$ cat config.mk
export PLATFORM = sky130hd
export DESIGN_NAME = otter_fetch_queue_flat
export DESIGN_NICKNAME = d
export VERILOG_FILES = /design/src/rtl/otter_fetch_queue_pkg.sv /design/src/rtl/otter_fetch_queue_if.sv /design/src/rtl/otter_fetch_queue_fifo.sv /design/src/rtl/otter_fetch_queue.sv /design/src/flat_wrapper.sv
export SDC_FILE = /design/constraint.sdc
export NUM_CORES = 1
export LEC_CHECK = 0
export CORE_ASPECT_RATIO = 0.8
export CORE_MARGIN = 4
export CORE_UTILIZATION = 35
export DETAILED_ROUTE_END_ITERATION = 16
export GPL_ROUTABILITY_DRIVEN = 0
export PLACE_DENSITY_LB_ADDON = 0.2
export SYNTH_ARGS = -nofsm -noshare
export SYNTH_HDL_FRONTEND = slang
export SYNTH_SLANG_ARGS = --single-unit
export TNS_END_PERCENT = 30
$ cat constraint.sdc
create_clock -name clk_i -period 3.9 [get_ports clk_i]
set_input_delay 0.78 -clock clk_i [delete_from_list [all_inputs] [get_ports clk_i]]
set_output_delay 0.78 -clock clk_i [all_outputs]
set_load 0.02 [all_outputs]
$ cat src/rtl/otter_fetch_queue_pkg.sv
// Shared OTTER fetch types and constants.
// fetch_entry_t is the {pc, ir} record that the fetch queue buffers.
package otter_fetch_queue_pkg;

  localparam int unsigned XLEN = 32;

  localparam logic [XLEN-1:0] OTTER_RESET_PC = '0;

  typedef struct packed {
    logic [XLEN-1:0] pc;
    logic [31:0]     ir;
  } fetch_entry_t;

  typedef enum logic [6:0] {
    OpLui    = 7'b0110111,
    OpAuipc  = 7'b0010111,
    OpJal    = 7'b1101111,
    OpJalr   = 7'b1100111,
    OpBranch = 7'b1100011,
    OpLoad   = 7'b0000011,
    OpStore  = 7'b0100011,
    OpImm    = 7'b0010011,
    OpReg    = 7'b0110011,
    OpSys    = 7'b1110011
  } opcode_t;

endpackage

$ cat src/rtl/otter_fetch_queue_if.sv
// Fetch-stage bus: redirect input, instruction-memory port 1 and the decode handshake.
// master = fetch queue, slave = memory/decode side.
interface otter_fetch_queue_if #(
  parameter int unsigned Xlen  = 32,
  parameter int unsigned AddrW = 14
);
  logic            redirect;
  logic [Xlen-1:0] redirect_pc;
  logic            mem_rden1;
  logic [AddrW-1:0] mem_addr1;
  logic [31:0]     mem_dout1;
  logic            de_valid;
  logic            de_ready;
  logic [31:0]     de_ir;
  logic [Xlen-1:0] de_pc;
  logic [Xlen-1:0] de_pc_inc;

  modport master (
    input  redirect, redirect_pc, mem_dout1, de_ready,
    output mem_rden1, mem_addr1, de_valid, de_ir, de_pc, de_pc_inc
  );

  modport slave (
    output redirect, redirect_pc, mem_dout1, de_ready,
    input  mem_rden1, mem_addr1, de_valid, de_ir, de_pc, de_pc_inc
  );
endinterface

$ cat src/rtl/otter_fetch_queue_fifo.sv
// Synchronous FIFO with power-of-two depth, naturally wrapping pointers and a
// synchronous clear that wins over push/pop.
module otter_fetch_queue_fifo #(
  parameter int unsigned Width = 64,
  parameter int unsigned Depth = 4,
  localparam int unsigned PtrW = $clog2(Depth),
  localparam int unsigned CntW = PtrW + 1
) (
  input  logic             clk_i,
  input  logic             rst_i,
  input  logic             clear_i,
  input  logic             push_i,
  input  logic [Width-1:0] data_i,
  input  logic             pop_i,
  output logic [Width-1:0] data_o,
  output logic [CntW-1:0]  count_o,
  output logic             empty_o,
  output logic             full_o
);

  logic [Width-1:0] mem_q [Depth];
  logic [PtrW-1:0]  rd_ptr_q, rd_ptr_d, wr_ptr_q, wr_ptr_d;
  logic [CntW-1:0]  count_q, count_d;

  always_comb begin
    rd_ptr_d = rd_ptr_q;
    wr_ptr_d = wr_ptr_q;
    count_d  = count_q;
    if (clear_i) begin
      rd_ptr_d = '0;
      wr_ptr_d = '0;
      count_d  = '0;
    end else begin
      if (push_i) wr_ptr_d = wr_ptr_q + PtrW'(1);
      if (pop_i)  rd_ptr_d = rd_ptr_q + PtrW'(1);
      unique case ({push_i, pop_i})
        2'b10:   count_d = count_q + CntW'(1);
        2'b01:   count_d = count_q - CntW'(1);
        default: count_d = count_q;
      endcase
    end
  end

  always_ff @(posedge clk_i) begin
    if (rst_i) begin
      rd_ptr_q <= '0;
      wr_ptr_q <= '0;
      count_q  <= '0;
    end else begin
      rd_ptr_q <= rd_ptr_d;
      wr_ptr_q <= wr_ptr_d;
      count_q  <= count_d;
    end
  end

  // Storage needs no reset; count gates every read.
  always_ff @(posedge clk_i) begin
    if (push_i && !clear_i) mem_q[wr_ptr_q] <= data_i;
  end

  assign data_o  = mem_q[rd_ptr_q];
  assign count_o = count_q;
  assign empty_o = (count_q == '0);
  assign full_o  = (count_q == CntW'(Depth));

  a_no_overflow: assert property (@(posedge clk_i) disable iff (rst_i)
    !(push_i && !pop_i && full_o && !clear_i));
  a_no_underflow: assert property (@(posedge clk_i) disable iff (rst_i)
    !(pop_i && empty_o && !clear_i));

endmodule

$ cat src/rtl/otter_fetch_queue.sv
// OTTER instruction-fetch stage: owns the fetch PC, issues reads on memory port 1 and
// queues {pc, ir} for decode. Define OTTER_FETCH_PERF_EN to add fetch/flush counters.
module otter_fetch_queue
  import otter_fetch_queue_pkg::*;
#(
  parameter int unsigned     Xlen    = XLEN,
  parameter int unsigned     Depth   = 4,
  parameter int unsigned     AddrW   = 14,
  parameter logic [Xlen-1:0] ResetPc = Xlen'(OTTER_RESET_PC)
) (
  input  logic                clk_i,
  input  logic                rst_i,
`ifdef OTTER_FETCH_PERF_EN
  output logic [31:0]         perf_fetched_o,
  output logic [31:0]         perf_flushed_o,
`endif
  otter_fetch_queue_if.master bus
);

  localparam int unsigned PtrW   = $clog2(Depth);
  localparam int unsigned CntW   = PtrW + 1;
  localparam int unsigned EntryW = Xlen + 32;

  logic [Xlen-1:0]   fpc_q, fpc_d, inflight_pc_q, inflight_pc_d, issue_pc, de_pc;
  logic              inflight_q, inflight_d;
  logic              issue, push, pop, de_valid;
  logic              fifo_empty, fifo_full;
  logic [CntW-1:0]   count;
  logic [EntryW-1:0] head;

  // An issue reserves a queue slot, so count+inflight bounds the queue; redirect always issues.
  always_comb begin
    issue    = !rst_i && (bus.redirect || ((int'(count) + int'(inflight_q)) < int'(Depth)));
    issue_pc = bus.redirect ? (bus.redirect_pc & ~Xlen'(3)) : fpc_q;
    push     = !rst_i && !bus.redirect && inflight_q;
    de_valid = !rst_i && !bus.redirect && !fifo_empty;
    pop      = de_valid && bus.de_ready;
    fpc_d         = issue ? issue_pc + Xlen'(4) : fpc_q;
    inflight_d    = issue;
    inflight_pc_d = issue ? issue_pc : inflight_pc_q;
  end

  always_ff @(posedge clk_i) begin
    if (rst_i) begin
      fpc_q         <= ResetPc;
      inflight_q    <= 1'b0;
      inflight_pc_q <= '0;
    end else begin
      fpc_q         <= fpc_d;
      inflight_q    <= inflight_d;
      inflight_pc_q <= inflight_pc_d;
    end
  end

  otter_fetch_queue_fifo #(
    .Width (EntryW),
    .Depth (Depth)
  ) u_fifo (
    .clk_i   (clk_i),
    .rst_i   (rst_i),
    .clear_i (bus.redirect),
    .push_i  (push),
    .data_i  ({inflight_pc_q, bus.mem_dout1}),
    .pop_i   (pop),
    .data_o  (head),
    .count_o (count),
    .empty_o (fifo_empty),
    .full_o  (fifo_full)
  );

  always_comb begin
    de_pc         = de_valid ? head[EntryW-1:32] : '0;
    bus.mem_rden1 = issue;
    bus.mem_addr1 = rst_i ? '0 : issue_pc[AddrW+1:2];
    bus.de_valid  = de_valid;
    bus.de_ir     = de_valid ? head[31:0] : '0;
    bus.de_pc     = de_pc;
    bus.de_pc_inc = rst_i ? '0 : de_pc + Xlen'(4);
  end

  a_slot_reserved: assert property (@(posedge clk_i) disable iff (rst_i)
    !(push && fifo_full && !pop));

`ifdef OTTER_FETCH_PERF_EN
  logic [31:0] perf_fetched_q, perf_flushed_q;

  // Flushed counts both discarded queue entries and the dropped in-flight response.
  always_ff @(posedge clk_i) begin
    if (rst_i) begin
      perf_fetched_q <= '0;
      perf_flushed_q <= '0;
    end else begin
      if (push) perf_fetched_q <= perf_fetched_q + 32'd1;
      if (bus.redirect) perf_flushed_q <= perf_flushed_q + 32'(count) + 32'(inflight_q);
    end
  end

  assign perf_fetched_o = perf_fetched_q;
  assign perf_flushed_o = perf_flushed_q;
`endif

endmodule

$ cat src/flat_wrapper.sv
// flat-port wrapper written by rule: the top's interface ports become plain ports
module otter_fetch_queue_flat import otter_fetch_queue_pkg::*;
#(
  parameter int unsigned     Xlen    = XLEN,
  parameter int unsigned     Depth   = 4,
  parameter int unsigned     AddrW   = 14,
  parameter logic [Xlen-1:0] ResetPc = Xlen'(OTTER_RESET_PC)
)
  (clk_i, rst_i, bus_redirect, bus_redirect_pc, bus_mem_dout1, bus_de_ready, bus_mem_rden1, bus_mem_addr1, bus_de_valid, bus_de_ir, bus_de_pc, bus_de_pc_inc);
  otter_fetch_queue_if #(.Xlen(Xlen), .AddrW(AddrW)) bus_i ();
  input  logic clk_i;
  input  logic rst_i;
  input wire logic [$bits(bus_i.redirect)-1:0] bus_redirect;
  input wire logic [$bits(bus_i.redirect_pc)-1:0] bus_redirect_pc;
  input wire logic [$bits(bus_i.mem_dout1)-1:0] bus_mem_dout1;
  input wire logic [$bits(bus_i.de_ready)-1:0] bus_de_ready;
  output wire logic [$bits(bus_i.mem_rden1)-1:0] bus_mem_rden1;
  output wire logic [$bits(bus_i.mem_addr1)-1:0] bus_mem_addr1;
  output wire logic [$bits(bus_i.de_valid)-1:0] bus_de_valid;
  output wire logic [$bits(bus_i.de_ir)-1:0] bus_de_ir;
  output wire logic [$bits(bus_i.de_pc)-1:0] bus_de_pc;
  output wire logic [$bits(bus_i.de_pc_inc)-1:0] bus_de_pc_inc;
  assign bus_i.redirect = bus_redirect;
  assign bus_i.redirect_pc = bus_redirect_pc;
  assign bus_i.mem_dout1 = bus_mem_dout1;
  assign bus_i.de_ready = bus_de_ready;
  assign bus_mem_rden1 = bus_i.mem_rden1;
  assign bus_mem_addr1 = bus_i.mem_addr1;
  assign bus_de_valid = bus_i.de_valid;
  assign bus_de_ir = bus_i.de_ir;
  assign bus_de_pc = bus_i.de_pc;
  assign bus_de_pc_inc = bus_i.de_pc_inc;
  otter_fetch_queue #(.Xlen(Xlen), .Depth(Depth), .AddrW(AddrW), .ResetPc(ResetPc)) u_core (.clk_i(clk_i), .rst_i(rst_i), .bus(bus_i));
endmodule
==> results by stage, run 1 <==
Synth:
- Summing every instance area after synthesis gives 0.01434 mm2.
- After synthesis, the share of flip-flops with an asynchronous set or reset is 0%.
- The predominant post-synthesis flop cell is sky130_fd_sc_hd__edfxtp_1.
- By area the synthesized netlist is led by sky130_fd_sc_hd__edfxtp_1 (52%), sky130_fd_sc_hd__dfxtp_1 (9.8%), sky130_fd_sc_hd__mux4_2 (9.7%).
- The number of warnings printed during yosys synthesis is 0.
- The sequential fraction of the synthesis area is 61.71%.
- After synthesis, the mean cell area works out to 13.40 um2.
- The commonest cells after synthesis are sky130_fd_sc_hd__edfxtp_1 (248), sky130_fd_sc_hd__nand2_1 (93), sky130_fd_sc_hd__nor2_1 (86).
- The synthesized netlist contains 60 unique library cells.
- Summed over its instances, the top area cell type makes up 51.94% of the synthesized netlist area.
- In this run, synthesis produced a sequential element count of 318.
- The dominant cell type by area after synthesis is sky130_fd_sc_hd__edfxtp_1.
- The instance count of the mapped netlist is 1070.
- Yosys mapped a number of flops with a built-in enable equal to 248.
- The library cell with the highest instance count after synthesis is sky130_fd_sc_hd__edfxtp_1.

Detailed routing:
- The total via count in the routed design is 9428.
- The detailed router's first-iteration violation count is 664.
- The final wirelength is 36450 um.
- The routed wirelength normalized by instance count is 19.51 um.
- The first-pass detailed-route iteration total is 5.
- Dividing the detail-routed via count by the number of cells gives 5.047.
- The post-route antenna net violation count is 0.
- The number of DRC violations after detailed routing is 0.

Global route:
- The total global-route track usage is 16.14%.
- The initial antenna violation count came to 1.
- The remaining global-route overflow is 0.
- The pin count of the biggest net entering global routing is 90.
- The via count of the first global-routing pass was 9384.
- The first global-routing pass estimated 55700 um of wire.

Setup path:
- In this run the critical register-to-register path is captured at u_core.u_fifo.count_o[2].
- By startpoint and endpoint, the worst setup path is classified as reg -> out.
- The critical path required time is 3120 ps.
- The reg-to-reg critical path startpoint is u_core.u_fifo.count_o[0].
- The cell count of the worst reg-to-reg path is 9.
- The arrival time reported for the critical path endpoint is 3070 ps.
- For flop-to-flop paths, the worst setup slack is 1370 ps.
- The worst setup path is launched from a register.
- Of all nets on the critical path, the largest fanout is 5.
- The kind of end point of the critical path is an output pin.

Placed design:
- Detailed placement ended at an HPWL of 25270 um.
- The area of placed instances is 0.01723 mm2.
- The worst slack at placement is -318.9 ps.
- Port buffering added 173 buffers.

Pwr:
- The switching portion of total power is 21.70%.
- Sequential cells account for 51.3% of the total power.
- The total net switching power is 1605 uW.
- Per report_power, the clock group accounts for 42.7% of the total.
- The internal portion of total power is 5790 uW.
- Summed over all cells, the static leakage comes to 0.006489 uW.
- The part of the power in combinational logic is 6.0%.
- The power per unit of standard cell area is 401.6 mW/mm2.
- VDD sags by at most 202.0 uV.

Floorplanning:
- The width of the die is 234.3 um.
- The core box area is 0.04055 mm2.
- In this run the vertical extent of the chip is 189.0 um.
- The floorplan step defined a die boundary enclosing 0.04429 mm2.
- 180 I/O pins were placed.
- The floorplan row count is 66.
- The initial core utilization is 35.36%.

STA:
- The achievable frequency is 259.6 MHz.
- The final critical-path required period is 3852 ps.
- Setup repair after global routing could not meet its margin everywhere.
- The share of the clock period used by the worst path after layout is 98.77%.
- Setup slack on the critical path of the routed design comes to 48.04 ps.
- The number of pins with negative max-slew slack in the final report came to 0.
- On the final layout, the worst hold slack is 483.0 ps.
- Setup violations remaining at the end of the flow were counted as 0.
- The headroom to the max-slew limit is 49.99%.
- The maximum clock skew at final layout is 30.94 ps.
- The count of final hold-check violations came to 0.
- After routing, the total negative slack on setup checks comes to 0 ps.
- The worst-margin pin slew is 750.1 ps.

Min path:
- The worst hold path terminates at u_core.fpc_q[3].
- The hold path depth is 2.
- The class of the tightest hold or removal check is reg -> reg.
- In this run the most critical hold path is launched from u_core.fpc_q[3].

CTS:
- The TritonCTS clock tree is built.
- The clock net sink count is 318.
- The later pin in the worst-skew pair is clocked with a latency of 530 ps.
- The largest buffer count on any clock path is 3.
- The H-tree was split into 2 levels.
- The clock buffer count from CTS is 36.
- The clock-pin slew of the registers on the worst-case setup and hold paths is 60 ps.
- CTS placed an instance of sky130_fd_sc_hd__clkbuf_16 at the clock tree root.

Cells and area:
- The number of antenna diodes in the final layout is 0.
- The final cell utilization of the core is 45.41%.
- The area overhead of the layout relative to synthesis is 28.42%.
- The final layout net count is 1374.
- The final design area excluding fillers is 0.01841 mm2.
- The share of post-route cells with drive strength above 1 is 19.41%.

Job:
- Max-cap violations in this run came to 0.

Run status:
- The run finished with clean final reports.
## power groups by stage
| stage | logic [uW] | registers [uW] | clock network [uW] |
|---|---|---|---|
| final | 444 | 3800 | 3160 |
| after global placement | 439 | 3860 | 0 |
| after CTS | 445 | 3790 | 3240 |
| after global routing | 484 | 3800 | 3380 |
| after floorplan | 244 | 3840 | 0 |
| after detailed placement | 443 | 3870 | 0 |
## metrics by stage
step	cells	power, uW
global placement	1799	4301
finish	1868	7395
CTS	1867	7481
detailed placement	1799	4310
floorplan	1073	4082
global route	1868	7672
## state kept, by name, summed over array words and instances (netlist names), named ones only
| signal | count |
|---|---|
| u_core.inflight_q | 1 |
| u_core.u_fifo.count_o | 3 |
| u_core.inflight_pc_q | 30 |
| u_core.u_fifo.wr_ptr_q | 2 |
| u_core.u_fifo.mem_q | 248 |
| u_core.fpc_q | 30 |
| u_core.u_fifo.rd_ptr_q | 2 |
## layout by cell type (no fill, tap or decap), types with 19 or more instances in the layout
cell type	instances
sky130_fd_sc_hd__a211oi_1	20
sky130_fd_sc_hd__nand3_1	47
sky130_fd_sc_hd__nor2_1	85
sky130_fd_sc_hd__dfxtp_1	68
sky130_fd_sc_hd__nor3_1	22
sky130_fd_sc_hd__clkdlybuf4s50_1	147
sky130_fd_sc_hd__inv_1	20
sky130_fd_sc_hd__nand2_1	93
sky130_fd_sc_hd__buf_4	73
sky130_fd_sc_hd__xor2_1	28
sky130_fd_sc_hd__and3_1	59
sky130_fd_sc_hd__a21oi_1	47
sky130_fd_sc_hd__mux4_2	62
sky130_fd_sc_hd__clkbuf_16	37
sky130_fd_sc_hd__mux2i_1	19
sky130_fd_sc_hd__edfxtp_1	248
sky130_fd_sc_hd__xnor2_1	42
## per-layer routing
| metal | up-vias | routed length [um] | GRT usage [%] |
|---|---|---|---|
| met5 | - | 13 | 0 |
| met4 | 2 | 495 | 3.292 |
| met3 | 39 | 1907 | 2.783 |
| met2 | 211 | 16200 | 24.44 |
| met1 | 4679 | 17840 | 24.55 |
| li1 | 4497 | - | - |
## repair_timing
action,in CTS,in global routing
gates resized for setup,73,23
setup buffers,3,1
pin swaps,6,4
cloned,1,0
hold buffers,0,0
endpoints found under the setup margin,41,23
## worst max-delay path by stage
stage,start,endpoint,cells after the start
finish,register,bus_de_pc_inc[28],12
global route,register,bus_de_pc_inc[28],12
CTS,register,bus_de_pc_inc[27],9
detailed placement,bus_redirect,bus_de_pc_inc[31],10
global placement,bus_redirect,bus_de_pc_inc[29],10
floorplan,u_core.u_fifo.count_o[0],bus_de_pc_inc[28],13
## cell families after synthesis
group	share of synthesized area [%]
AO/OA/AOI/OAI	5.375
XOR/XNOR	4.642
adder cells (fa/ha/maj)	0.7504
buffers and inverters	2.976
flip-flops	61.71
multiplexers	11.40
other	0.02615
AND/OR/NAND/NOR	13.12
## final cells by class
type                            instances  area (um2)
Timing Repair Buffer                  257        2445
Clock inverter                         12       103.9
Clock buffer                           52        1002
Fill cell                            3631       22130
Multi-Input combinational cell        664        5248
Sequential cell                       318        8856
Tap cell                              544       680.7
Inverter                               21       78.83
## critical path: stages (launching register included)
cell and delay (ps):
sky130_fd_sc_hd__dfxtp_4 370, sky130_fd_sc_hd__mux4_2 360, sky130_fd_sc_hd__and3_4 220, sky130_fd_sc_hd__ha_4 140, sky130_fd_sc_hd__nand2_1 60, sky130_fd_sc_hd__o22ai_2 230, sky130_fd_sc_hd__nand3_4 120, sky130_fd_sc_hd__buf_12 150
sky130_fd_sc_hd__nor4_4 280, sky130_fd_sc_hd__buf_4 170, sky130_fd_sc_hd__nand4_1 120, sky130_fd_sc_hd__xnor2_2 170, sky130_fd_sc_hd__buf_4 150
(Power assumes the default switching activity.)
==> run 2: changes to the inputs <==
clock period = 4.2 ns   (was 3.9 ns; I/O delays follow)
==> run 2 against run 1 <==
Net effect: setup slack gained 130 ps; clock power decreased by 6.6%; critical path depth fell by 3; combinational power decreased by 9.2%; count of clock-buffer cells in the layout decreased by 7; power down 7.0%; critical path type unchanged; via count down 0.48%.
==> results by stage, run 2 (synthesis gave the netlist of run 1 again) <==
Cells and area:
- The final design area excluding fillers is 0.01824 mm2 (-0.93%).
- The count of filler cells inserted in the layout is 3673 (+1.2%).
- The final layout net count is 1357 (-1.2%).
- The sequential standard cell area is 0.008856 mm2 (unchanged).
- The area of the multi-input gates is 0.005189 mm2 (-1.1%).
- The final non-filler cell total was 1851 (-0.91%).
- Leaving out fill and tap cells, the most frequent cell in the layout is sky130_fd_sc_hd__edfxtp_1.
- The final cell utilization of the core is 44.99% (-0.42 points).
- The top cell types in the final layout, fill and taps aside, are sky130_fd_sc_hd__edfxtp_1 (248), sky130_fd_sc_hd__clkdlybuf4s50_1 (151), sky130_fd_sc_hd__nand2_1 (93), sky130_fd_sc_hd__nor2_1 (85), sky130_fd_sc_hd__dfxtp_1 (68).
- The share of post-route cells with drive strength above 1 was 17.44% (-2.0 points).
- The number of flip-flops in the largest register came to 248 (unchanged).
- The antenna cell count is 0 (unchanged).
- In the final layout, the registers with the most flip-flops are u_core.u_fifo.mem_q (248), u_core.fpc_q (30), u_core.inflight_pc_q (30).
- The top register by number of flip-flops is u_core.u_fifo.mem_q.
- The area overhead of the layout relative to synthesis is 27.23%.

Placed design:
- The cell count after placement is 1783 (-0.89%).
- The half-perimeter wire length of the detailed placement result came to 23690 um (-6.3%).
- The area of placed instances is 0.01705 mm2 (-1.0%).
- The count of buffers from port buffering is 173 (unchanged).

Floorplanning:
- The floorplan row count is 66 (unchanged).
- The core box area came to 0.04055 mm2 (unchanged).
- The die area came to 0.04429 mm2 (unchanged).
- The I/O pin total is 180 (unchanged).
- The initial core utilization is 35.36% (unchanged).
- The vertical die dimension is 189.0 um (unchanged).
- The width of the die is 234.3 um (unchanged).

Detailed routing:
- The first-pass detailed-route iteration total is 7 (+2).
- The routed wirelength normalized by instance count is 19.76 um (+1.3%).
- The via density per instance is 5.069 (+0.44%).
- The final wirelength is 36580 um (+0.35%).
- The detailed router's first-iteration violation count is 625 (-5.9%).
- The total via count in the routed design is 9383 (-0.48%).
- The number of DRC violations after detailed routing is 0 (unchanged).
- The post-route antenna net violation count was 0 (unchanged).

Global route:
- The global-route wire length before repair came to 55540 um (-0.30%).
- The total global-route track usage is 16.19% (+0.053 points).
- The initial antenna violation count is 1 (unchanged).
- The remaining global-route overflow came to 0 (unchanged).
- The pin count of the biggest net entering global routing is 81 (-10%).
- The via count of the first global-routing pass came to 9225 (-1.7%).

Pwr:
- The fraction of power consumed by the clock network is 42.9% (+0.2 points).
- The power per unit of standard cell area is 377.0 mW/mm2 (-6.1%).
- The peak ir drop on the vdd network is 208.7 uV (+3.3%).
- The total net switching power is 1523 uW (-5.1%).
- The relative contribution of sequential cells to total power came to 51.2% (about the same).
- The part of the power in combinational logic is 5.9% (about the same).
- The internal portion of total power was 5355 uW (-7.5%).
- The leakage component of the power is 0.006418 uW (-1.1%).
- The switching portion of total power came to 22.14% (+0.44 points).
- The post-route total power was 6877 uW (-7.0%).

Setup path:
- The critical path required time is 3360 ps (+240 ps).
- STA classifies the critical path endpoint as an output pin.
- The cell with the biggest individual delay on the critical path is sky130_fd_sc_hd__or4b_1.
- The cell family contributing the most delay on the critical path is simple AND/OR/NAND/NOR gates.
- Traced cell by cell, the critical path runs through buf_16 > mux4_2 > and2_1 > nand2_1 > or4b_1 > buf_4 > nor3_2 > xor2_1 > dlygate4sd2_1.
- The startpoint type of the worst setup path is a register.
- The worst-path maximum fanout is 23 (+18).
- The longest individual stage delay on the worst path is 560 ps (+190 ps).
- The count of buffering cells on the critical path with inverters included is 3 (unchanged).
- The critical path in this run is classified as reg -> out.
- The arrival time reported for the critical path endpoint is 3180 ps (+110 ps).

Job:
- The max capacitance violation total is 0 (unchanged).

CTS:
- The clock-pin slew of the registers on the worst-case setup and hold paths was 60 ps (about the same).
- The H-tree level count came to 2 (unchanged).
- The clock net sink count is 318 (unchanged).
- The hold buffer count at cts is 0 (unchanged).
- The tree is rooted in a sky130_fd_sc_hd__clkbuf_16.
- The TritonCTS clock tree is built.
- The largest buffer count on any clock path is 3 (unchanged).
- The worst-skew pair later-pin latency is 520 ps (about the same).
- The clock buffer count from CTS was 35 (-2.8%).

STA:
- The count of final hold-check violations is 0 (unchanged).
- The achievable frequency is 248.6 MHz.
- The headroom to the max-slew limit was 44.90% (-5.1 points).
- The maximum clock skew at final layout is 21.79 ps (-9.147 ps).
- The number of pins with negative max-slew slack in the final report was 0 (unchanged).
- Setup repair after global routing left no endpoint under its margin.
- In the finished design, the share of the clock period the worst path needs comes to 95.76%.
- The number of failing setup endpoints in the final timing report is 0 (unchanged).
- The worst-margin pin slew was 826.5 ps (+76.30 ps).
- Counting I/O delays and the setup requirement, the final critical path takes 4022 ps.

Run status:
- The run finished with clean final reports.

Min path:
- The class of the tightest hold or removal check is reg -> reg.
[run 2: cell count changes in the layout (fill, tap and decap cells not counted), moves of 4 or more]
cell,previous run,this run
sky130_fd_sc_hd__buf_2,12,2
sky130_fd_sc_hd__clkbuf_1,13,9
sky130_fd_sc_hd__buf_4,73,60
sky130_fd_sc_hd__dlygate4sd2_1,3,10
sky130_fd_sc_hd__buf_12,10,5
sky130_fd_sc_hd__clkdlybuf4s50_1,147,151
[run 2: stage by stage]
step	hold slack [ps]	setup slack, ps	TNS, ps
6_report	470.7	178.1	0
5_1_grt	493.1	0.05107	0
4_1_cts	471.9	-0.5520	-0.5520
3_5_place_dp	461.0	-230.0	-1761
3_3_place_gp	461.2	-176.8	-1102
2_1_floorplan	441.8	5.550	0
[run 2: what timing repair did]
action,4_1_cts,5_1_grt
cloned,2,0
buffers inserted,3,0
setup endpoints to repair,22,14
gates resized for setup,22,18
pin swaps,1,0
[run 2: worst paths after layout]
path,to,start,slack [ps],cells past startpoint
hold / removal,u_core.fpc_q[3],u_core.fpc_q[3],470,2
hold reg to reg,u_core.fpc_q[3],u_core.fpc_q[3],470,2
setup / recovery,bus_de_pc_inc[31],register,180,9
setup reg to reg,u_core.u_fifo.count_o[2],u_core.u_fifo.count_o[0],1600,9
[run 2: layout make-up]
type,count,area share [%]
clock buffers,45,5.123
clock inverters,18,0.9053
inverters,21,0.4321
multi-input cells,664,28.44
flip-flops and latches,318,48.55
well taps,544,3.731
repair buffers,241,12.82
[run 2: metal layers]
| layer | part of all wire, % | vias up | GRT usage [%] |
|---|---|---|---|
| met1 | 49 | 4662 | 24.95 |
| met4 | 1.3 | 2 | 3.043 |
| met3 | 5.9 | 39 | 3.129 |
| met5 | 0.030 | - | 0 |
| met2 | 44 | 222 | 24.03 |
| li1 | - | 4458 | - |
[run 2: tightest hold or removal path: cells and delay by family, from the launching register on]
family	cells	cell delay [ps]
flip-flops	1	320
AND/OR/NAND/NOR	1	60
AO/OA/AOI/OAI	1	50
[run 2: power groups by stage]
stage                     combinational [uW]  sequential, uW  clock [uW]
after detailed placement                 403            3590           0
after global placement                   399            3590           0
after floorplan                          225            3560           0
after global routing                     440            3530        3180
final                                    403            3520        2950
after CTS                                405            3520        3040
==> run 3: changes to the inputs <==
CORE_UTILIZATION = 55   (was 35)
GPL_TIMING_DRIVEN = 1   (was unset)
REMOVE_ABC_BUFFERS = 1   (was unset)
==> run 3 against run 2 <==
Net effect: maximum frequency decreased by 3.4%; worst hold slack better by 9.6 ps; register-to-register slack improved by 20 ps; design area down 2.4%; critical path type unchanged; critical endpoint is now bus_de_pc_inc[27]; largest cell class unchanged.
==> results by stage, run 3 (synthesis gave the netlist of run 1 again) <==
Run status:
- The flow ran to the end, and the final reports show no timing, DRC or antenna violations.

CTS:
- The clock net sink count is 318 (unchanged).
- The H-tree level count is 1 (-1).
- The worst-skew pair later-pin latency was 550 ps (+30 ps).
- The clock buffer count from CTS was 31 (-11%).
- TritonCTS built the clock tree.
- The largest buffer count on any clock path was 3 (unchanged).
- The number of post-CTS setup repair buffers was 0 (-3).
- The tree is rooted in a sky130_fd_sc_hd__clkbuf_16.
- The clock-pin slew of the registers on the worst-case setup and hold paths came to 60 ps (about the same).

STA:
- The share of the clock period used by the worst path after layout is 99.09% (+3.3 points).
- The headroom to the max-slew limit was 44.34% (-0.56 points).
- The worst-margin pin slew is 834.9 ps (+8.438 ps).
- Setup repair after global routing could not meet its margin everywhere.
- The number of pins with negative max-slew slack in the final report is 0 (unchanged).
- The setup slack of the critical path after layout came to 38.13 ps (-139.9 ps).
- The accumulated negative setup slack came to 0 ps (unchanged).
- The maximum clock skew at final layout is 10.13 ps (-11.66 ps).
- The number of failing setup endpoints in the final timing report is 0 (unchanged).
- The final critical-path required period was 4162 ps (+139.9 ps).
- The count of final hold-check violations is 0 (unchanged).
- The achievable frequency is 240.3 MHz (-3.4%).

Global route:
- The via count of the first global-routing pass is 9411 (+2.0%).
- The initial antenna violation count was 0 (-1).
- The remaining global-route overflow came to 0 (unchanged).
- The met3 usage is 4.375% (+1.2 points).
- The met1 layer usage reported by global route is 35.36% (+10 points).
- The global-route met2 utilization came to 38.11% (+14 points).
- The pin count of the biggest net entering global routing is 82 (+1.2%).
- The total global-route track usage was 23.83% (+7.6 points).
- met2 is the most crowded layer.
- The global-route wire length before repair is 54430 um (-2.0%).

Min path:
- For hold timing, the worst endpoint is u_core.fpc_q[3].
- The hold path depth is 2 (unchanged).
- The worst hold path belongs to the class reg -> reg.
- The worst hold path begins at u_core.fpc_q[3].

Setup path:
- The arrival time reported for the critical path endpoint is 3320 ps (+140 ps).
- The reg-to-reg setup timing slack was 1620 ps (+20 ps).
- The worst-path maximum fanout is 24 (+4.3%).
- The classification of the worst setup path is reg -> out.
- The endpoint identified for the worst register-to-register timing path is u_core.u_fifo.count_o[2].
- STA classifies the critical path startpoint as a register.
- The startpoint identified for the worst register-to-register timing path is u_core.u_fifo.count_o[2].
- The cell count of the worst reg-to-reg path was 9 (unchanged).
- The critical path required time was 3360 ps (about the same).
- The kind of end point of the critical path is an output pin.

Cells and area:
- In the layout the commonest cells are sky130_fd_sc_hd__edfxtp_1 (248), sky130_fd_sc_hd__clkdlybuf4s50_1 (147), sky130_fd_sc_hd__nand2_1 (93), sky130_fd_sc_hd__nor2_1 (83), sky130_fd_sc_hd__dfxtp_1 (68).
- Compared with the post-synthesis result, the final layout area differs by 24.11%.
- The antenna cell count was 0 (unchanged).
- The largest registers in the layout are u_core.u_fifo.mem_q (248), u_core.fpc_q (30), u_core.inflight_pc_q (30).
- The library cell used most frequently in the layout, excluding fill and tap cells, is sky130_fd_sc_hd__edfxtp_1.
- The number of flip-flops in the largest register was 248 (unchanged).
- The share of post-route cells with drive strength above 1 is 17.42% (-0.020 points).
- u_core.u_fifo.mem_q holds more flip-flops than any other register.
- The final non-filler cell total came to 1648 (-11%).
- The final layout net count was 1349 (-0.59%).

Floorplanning:
- The die area was 0.02873 mm2 (-35%).
- The vertical die dimension was 152.4 um (-19%).
- The width of the die is 188.5 um (-20%).
- The initial core utilization is 56.22% (+21 points).
- The floorplan row count is 52 (-21%).
- The core box area came to 0.02550 mm2 (-37%).
- The I/O pin total is 180 (unchanged).

Pwr:
- The fraction of power consumed by the clock network is 40.7% (-2.2 points).
- The total net switching power is 1415 uW (-7.1%).
- The internal portion of total power is 5197 uW (-2.9%).
- The part of the power in combinational logic is 6.1% (+0.2 points).
- The switching portion of total power is 21.40% (-0.74 points).
- The peak ir drop on the vdd network came to 341.9 uV (+64%).
- The relative contribution of sequential cells to total power is 53.2% (+2.0 points).
- The power per unit of standard cell area is 371.5 mW/mm2 (-1.4%).
- The leakage component of the power came to 0.006289 uW (-2.0%).

Detailed routing:
- The post-route antenna net violation count is 0 (unchanged).
- The first-pass detailed-route iteration total is 5 (-2).
- The final wirelength is 34960 um (-4.4%).
- The detailed router's first-iteration violation count is 972 (+56%).
- The total via count in the routed design was 9572 (+2.0%).
- The routed wirelength normalized by instance count is 21.22 um (+7.4%).
- The via density per instance is 5.808 (+15%).
- The number of DRC violations after detailed routing is 0 (unchanged).

Placed design:
- The worst slack at placement was -295.0 ps (-65.04 ps).
- The cell count after placement is 1589 (-11%).
- The half-perimeter wire length of the detailed placement result is 22700 um (-4.2%).
- The count of buffers from port buffering came to 173 (unchanged).

Job:
- The max capacitance violation total is 0 (unchanged).
-- run 3: cell types whose count changed in the layout (fill, tap and decap cells not counted), moves of 3 or more --
cell                              change
sky130_fd_sc_hd__xnor2_1              +5
sky130_fd_sc_hd__clkbuf_2             +8
sky130_fd_sc_hd__dlygate4sd2_1        -6
sky130_fd_sc_hd__clkbuf_1             -3
sky130_fd_sc_hd__clkdlybuf4s50_1      -4
sky130_fd_sc_hd__xnor2_2              -5
sky130_fd_sc_hd__clkbuf_8             +9
sky130_fd_sc_hd__clkinv_2             -4
sky130_fd_sc_hd__clkbuf_16            -4
-- run 3: worst max-delay path, stage by stage (launching register included) --
cell                              delay (ps)
sky130_fd_sc_hd__dfxtp_4                 390
sky130_fd_sc_hd__buf_16                  200
sky130_fd_sc_hd__mux4_2                  410
sky130_fd_sc_hd__and2_1                  200
sky130_fd_sc_hd__nand3_1                 140
sky130_fd_sc_hd__or4b_1                  510
sky130_fd_sc_hd__buf_4                   200
sky130_fd_sc_hd__nor3_1                  230
sky130_fd_sc_hd__xnor2_1                 160
sky130_fd_sc_hd__clkdlybuf4s15_1         320
-- run 3: how the worst max path moves through the flow --
| stage | slack (ps) | endpoint | from | cells after the start |
|---|---|---|---|---|
| final | 40 | bus_de_pc_inc[27] | register | 9 |
| after global routing | -100 | bus_de_pc_inc[27] | register | 9 |
| after CTS | 0.4 | bus_de_pc_inc[18] | register | 11 |
| after detailed placement | -300 | bus_de_pc_inc[18] | bus_redirect | 12 |
| after global placement | -180 | bus_de_pc_inc[18] | bus_redirect | 12 |
| after floorplan | -1970 | bus_de_pc_inc[28] | register | 9 |
-- run 3: timing repair --
item	CTS	global route
setup endpoints to repair	21	23
cloned	2	0
endpoints found under the hold margin	0	0
hold buffers	0	0
resized for setup	30	38
-- run 3: metal layers --
metal / part of all wire, % / routed length (um)
met1: 44 / 15430
met2: 47 / 16550
met3: 7.3 / 2549
met4: 1.2 / 431
met5: 0 / 0
-- run 3: final cells by class --
class / count / area, um2
Sequential cell: 318 / 8853
Tap cell: 351 / 439.2
Timing Repair Buffer: 237 / 2262
Inverter: 21 / 78.83
Fill cell: 1822 / 7709
Clock inverter: 9 / 53.80
Multi-Input combinational cell: 664 / 5156
Clock buffer: 48 / 952.2
-- run 3: power groups by stage --
stage / sequential (uW) / clock [uW] / combinational (uW)
after floorplan: 3570 / 0 / 190
after detailed placement: 3590 / 0 / 397
final: 3520 / 2690 / 404
after CTS: 3520 / 2730 / 403
after global placement: 3580 / 0 / 390
after global routing: 3520 / 2870 / 437
-- run 3: through the flow --
| stage | hold WS [ps] | total power, uW | area [um2] | utilization, % |
|---|---|---|---|---|
| global placement | 459.5 | 3971 | 16710 | 65.50 |
| detailed placement | 473.3 | 3983 | 16710 | 65.50 |
| CTS | 482.8 | 6649 | 17790 | 69.77 |
| floorplan | 435.6 | 3755 | 14000 | - |
| finish | 480.2 | 6612 | 17800 | 69.78 |
| global route | 513.2 | 6836 | 17800 | 69.78 |
